## src/rtl/prefetch_fetch.sv

```systemverilog
// prefetch_fetch: sequential instruction prefetch into a small queue with redirect/flush replay
module prefetch_fetch #(
    parameter logic [31:0] PC_RESET = 32'h1000,
    parameter int          DEPTH    = 4,
    parameter logic [31:0] NOP      = 32'h0000_0013
) (
    input  logic                       clk,
    input  logic                       rst,
    output logic [31:0]                main_memory_instr_addr,
    output logic                       main_memory_instr_req,
    input  logic                       main_memory_instr_ack,
    input  logic [31:0]                main_memory_instr,
    output logic [31:0]                fetch_instr,
    output logic [31:0]                pc,
    output logic                       fetch_valid,
    output logic                       next_clk_en,
    output logic [$clog2(DEPTH):0]     occupancy,
    input  logic                       writeback_change_pc,
    input  logic [31:0]                writeback_next_pc,
    input  logic                       execute_change_pc,
    input  logic [31:0]                execute_next_pc,
    input  logic                       stall,
    input  logic                       flush
);
    localparam int AW = $clog2(DEPTH);
    localparam logic [AW:0] FULL = (AW+1)'(DEPTH);

    typedef enum logic [1:0] {IDLE, REQ, DROP} state_t;

    state_t      state_q, state_d;
    logic [31:0] fpc_q, fpc_d, addr_q, addr_d;
    logic [AW-1:0] rd_q, rd_d, wr_q, wr_d;
    logic [AW:0] cnt_q, cnt_d, cnt_n;
    logic [31:0] qpc_q  [DEPTH];
    logic [31:0] qins_q [DEPTH];
    logic        redir, clr, ack, push, pop;
    logic [31:0] tgt;

    assign redir = writeback_change_pc | execute_change_pc;
    assign tgt   = (writeback_change_pc ? writeback_next_pc : execute_next_pc) & ~32'd3;
    assign clr   = redir | flush;
    assign ack   = main_memory_instr_ack & (state_q != IDLE);
    assign push  = (state_q == REQ) & ack & ~clr;
    assign pop   = fetch_valid & ~stall & ~clr;
    assign cnt_n = cnt_q + (AW+1)'(push) - (AW+1)'(pop);

    assign fetch_valid            = cnt_q != '0;
    assign next_clk_en            = pop;
    assign fetch_instr            = fetch_valid ? qins_q[rd_q] : NOP;
    assign pc                     = fetch_valid ? qpc_q[rd_q] : fpc_q;
    assign occupancy              = cnt_q;
    assign main_memory_instr_req  = state_q != IDLE;
    assign main_memory_instr_addr = addr_q;

    // Next state: clear/rewind on redirect or flush; otherwise request while there is room
    always_comb begin
        state_d = state_q;
        fpc_d   = fpc_q;
        addr_d  = addr_q;
        rd_d    = rd_q + AW'(pop);
        wr_d    = wr_q + AW'(push);
        cnt_d   = cnt_n;
        if (clr) begin
            rd_d    = '0;
            wr_d    = '0;
            cnt_d   = '0;
            fpc_d   = redir ? tgt : (fetch_valid ? qpc_q[rd_q] : fpc_q);
            state_d = (state_q == IDLE || ack) ? REQ : DROP;
            addr_d  = (state_q == IDLE || ack) ? fpc_d : addr_q;
        end else if (state_q == IDLE) begin
            state_d = (cnt_q < FULL) ? REQ : IDLE;
            addr_d  = fpc_q;
        end else if (ack) begin
            state_d = (state_q == DROP || cnt_n < FULL) ? REQ : IDLE;
            fpc_d   = (state_q == REQ) ? fpc_q + 32'd4 : fpc_q;
            addr_d  = fpc_d;
        end
    end

    // Control registers, cleared immediately on reset so a late ack finds req low
    always_ff @(posedge clk or negedge rst) begin
        if (!rst) begin
            state_q <= IDLE;
            fpc_q   <= PC_RESET;
            addr_q  <= PC_RESET;
            rd_q    <= '0;
            wr_q    <= '0;
            cnt_q   <= '0;
        end else begin
            state_q <= state_d;
            fpc_q   <= fpc_d;
            addr_q  <= addr_d;
            rd_q    <= rd_d;
            wr_q    <= wr_d;
            cnt_q   <= cnt_d;
        end
    end

    // Queue storage; contents are only observed through the count so need no reset
    always_ff @(posedge clk) begin
        if (push) begin
            qpc_q[wr_q]  <= fpc_q;
            qins_q[wr_q] <= main_memory_instr;
        end
    end
endmodule

```

## config.mk

```make
export PLATFORM = sky130hd
export DESIGN_NAME = prefetch_fetch
export DESIGN_NICKNAME = d
export VERILOG_FILES = /design/src/rtl/prefetch_fetch.sv
export SDC_FILE = /design/constraint.sdc
export NUM_CORES = 1
export LEC_CHECK = 0
export BUFFER_PORTS_ARGS = -buffer_cell sky130_fd_sc_hd__buf_2
export CORE_UTILIZATION = 37
export CTS_BUF_LIST = sky130_fd_sc_hd__clkbuf_4 sky130_fd_sc_hd__clkbuf_8
export CTS_CLUSTER_SIZE = 14
export DETAILED_ROUTE_END_ITERATION = 10
export PLACE_DENSITY = 0.65
export REMOVE_ABC_BUFFERS = 1
export SYNTH_ARGS = -nofsm -noshare
export SYNTH_HDL_FRONTEND = slang
export SYNTH_SLANG_ARGS = --single-unit
```

## constraint.sdc

```tcl
create_clock -name clk -period 12.81 [get_ports clk]
set_input_delay 2.562 -clock clk [delete_from_list [all_inputs] [get_ports clk]]
set_output_delay 2.562 -clock clk [all_outputs]
set_load 0.03 [all_outputs]
```

==> metrics.md <==
| Metric | Value |
|---|---|
| F_max | `between 150 and 200 MHz` |
| Hold buffers post-CTS | `0` |
| Power density cells | `~140 mW/mm2` |
| Compound-cell area share of the yosys netlist | `8.02%` |
| CP required | `a little over 10 ns` |
| Final Hold Viols | `0` |
| Post-Syn Instances | `963` |
| Total gr overflow | `0` |
| WS Path Type | `in -> out` |
| Vias per cell | `about 5.3` |
| Maxcap violations | `0` |
| Max VDD drop | `0.0770 mV` |
| Layout net count | `about 1300` |
| Seq/Total Area, Yosys | `66.6%` |
| Top Ports | `205` |
| # rows | `71` |
| Count of final setup violators | `0` |
| Relative slew slack | `between 20% and 30%` |
| H-Tree Depth | `2` |
| Share of cells above drive strength 1 | `between 30% and 40%` |
| Routed len/inst | `approximately 22 um` |
| Post-synthesis simple-gate area fraction | `approximately a tenth` |
| Initial Utilization | `37.8%` |
| Period Utilization, post-route | `roughly half` |
| Leak pwr | `between 6 and 7 nW` |
| Die height | `between 150 and 200 um` |
| GR Util All Layers | `19.9%` |
| Worst slack, placed | `between 6 and 7 ns` |
| DRC | `0` |
| Root Driver | `clkbuf_8` |
| Buffers on Ports | `200` |
| Fin Clk Skew | `approximately 0.033 ns` |
| Routability-driven placement congestion ratio | `0.787` |
| Ranking of synthesized cells by area | `edfxtp_1, dfrtp_1, mux4_2` |
| Worst skew pair latency | `0.60 ns` |
| Number of CTS-inserted buffers | `55` |
| Most common cell after layout, fill and taps aside | `edfxtp_1` |
| Initial DRC count | `685` |
| Met2 GRT Util | `31.7%` |
| Layout area overhead | `17.9%` |
| Mapped cell area | `0.0143 mm2` |
| Async set-reset flop share out of synthesis | `22.2%` |
| # diodes | `0` |
| Met3 Track Usage GR | `4.56%` |
| Post-synthesis sequential element count | `329` |
| Post-CTS Setup Inserts | `0` |
| Vias in the first global route | `9229` |
| Post-synthesis mux area share | `about an eighth` |
| CP max FO | `11` |
| Clock Sinks | `about 330` |
| Worst setup SP type | `input pin` |
| Unrepaired setup endpoints after global routing | `false` |
| Worst setup EP type | `output port` |
| Max Slew Vio Count | `0` |
| Die width | `about 200 um` |
| Post-Synth XOR/XNOR Area | `0.919%` |
| Most used flip-flop cell after synthesis | `edfxtp_1` |
| Fin Setup TNS | `0 ns` |
| Worst Tran Pin Value | `about 1.2 ns` |
| CTS resizes | `0` |
| Worst hold margin | `0.472 ns` |
| M1 GR Usage | `around 27%` |
| Clock slew at the register clock pins of the worst setup and hold paths | `0.05 ns` |
| Die area | `0.0394 mm2` |
| CTS tree | `done` |
| Placed Cells | `1627` |
| Antenna Nets Post-Route | `0` |
| CTS max path bufs | `3` |
| Avg Inst Size Synth | `14.8 um2` |
| Largest family of logic cells by synthesized area | `multiplexers` |
| Yosys Warn Count | `0` |
| Top cell type's share of synthesized area | `53.8%` |
| Most frequent cells in the layout | `edfxtp_1, buf_2, nand2_1` |
| Placeable Area | `0.0378 mm2` |
| Run status | `completed` |
| Area leader, netlist | `edfxtp_1` |
| Detailed-router iteration count before antenna repair | `5` |
| PnR worst setup slack | `6.32 ns` |
| Vias after detailed routing | `around 9000` |
| Largest net degree at the start of global routing | `74` |
| Hold WC Path Type | `reg -> reg` |
| Initial antenna violation count | `0` |
| Final wirelength | `38.4 mm` |
| Cell variety after synth | `70` |
| Final min period | `6.49 ns` |
| GR peak layer | `met2` |
| Adder-Cell Fraction of Synth Area | `less than 1%` |
| HPWL Detailed | `23.4 mm` |
| Post-synth EDFFs | `256` |
| WP data arrival | `3.92 ns` |
| Final Instance Count excl. Fillers | `between 1500 and 2000` |
| First-pass GRT wire length | `roughly 57 mm` |
[state kept, by name, indices dropped and copies added (netlist names)]
| signal | count |
|---|---|
| rd_q | 2 |
| main_memory_instr_addr | 32 |
| qpc_q | 128 |
| state_q | 2 |
| occupancy | 3 |
| fpc_q | 32 |
| qins_q | 128 |
| wr_q | 2 |
[area by class of cell]
type | count | area (um2)
flip-flops and latches | 329 | 9520
inverters | 10 | 37.5
well taps | 511 | 639
fillers | 3469 | 21000
clock inverters | 17 | 75.1
clock buffers | 83 | 967
repair buffers | 216 | 1120
multi-input cells | 561 | 4500
[cell usage after synthesis, types with 5 or more instances]
master,n
edfxtp_1,256
nand2_1,88
dfrtp_1,71
mux4_2,64
nor2_1,57
o21ai_0,41
a21oi_1,39
and2_1,39
clkbuf_1,37
mux2_2,20
nor3_1,18
a22o_1,14
buf_2,14
nor4_1,13
nand3_1,11
o22ai_1,10
o31a_1,10
a31oi_1,9
inv_1,9
nand4_1,9
o31ai_1,9
xnor2_1,9
a21o_1,8
o21a_1,7
and3_1,6
buf_4,6
or2_2,6
xor2_1,6
a22oi_1,5
[final timing paths]
check	start	to	slack (ns)	cells past startpoint
worst max-delay path	flush	next_clk_en	6.32	5
worst min-delay path	main_memory_instr_addr[2]$_DFFE_PN0P_	main_memory_instr_addr[2]$_DFFE_PN0P_	0.47	2
worst max register to register	rd_q[0]$_DFF_PN0_	main_memory_instr_addr[11]$_DFFE_PN0P_	9.49	6
worst min register to register	main_memory_instr_addr[2]$_DFFE_PN0P_	main_memory_instr_addr[2]$_DFFE_PN0P_	0.47	2
max in group asynchronous	rst	rd_q[1]$_DFF_PN0_	9.93	1
min in group asynchronous	rst	main_memory_instr_addr[4]$_DFFE_PN0P_	2.13	1
[routing by layer]
layer / vias to the layer above / wire length (um)
met1: 4629 / 16600
met4: 0 / 750
met5: - / 0
met3: 53 / 2920
li1: 4160 / -
met2: 366 / 18200
[cells by family (layout without fill, tap and decap cells)]
family	Yosys count	in the layout
xor gates and xnor gates	15	15
DFF	329	329
buffers and inverters	73	326
AOI/OAI and AO/OA	176	176
adders and majority gates	5	5
and+or+nand+nor	278	278
muxes	87	87
[worst max-delay path, cell delays in order]
cell     delay, ns
buf_2         0.22
inv_1         0.40
nand2_1       0.13
nor3_1        0.33
buf_2         0.28
[stage by stage]
stage	utilization, %	area, um2	total power, mW
finish	44.6	16900	2.36
global route	44.6	16900	2.47
CTS	44.6	16900	2.40
detailed placement	41.8	15800	1.50
global placement	41.8	15800	1.49
floorplan	-	14000	1.39
[power breakdown]
part           switching, mW  total, mW  internal (mW)
clock network          0.409      0.888          0.479
logic                  0.162      0.240         0.0780
registers             0.0442       1.24           1.19
total                  0.615       2.36           1.75
(Power assumes the default switching activity.)
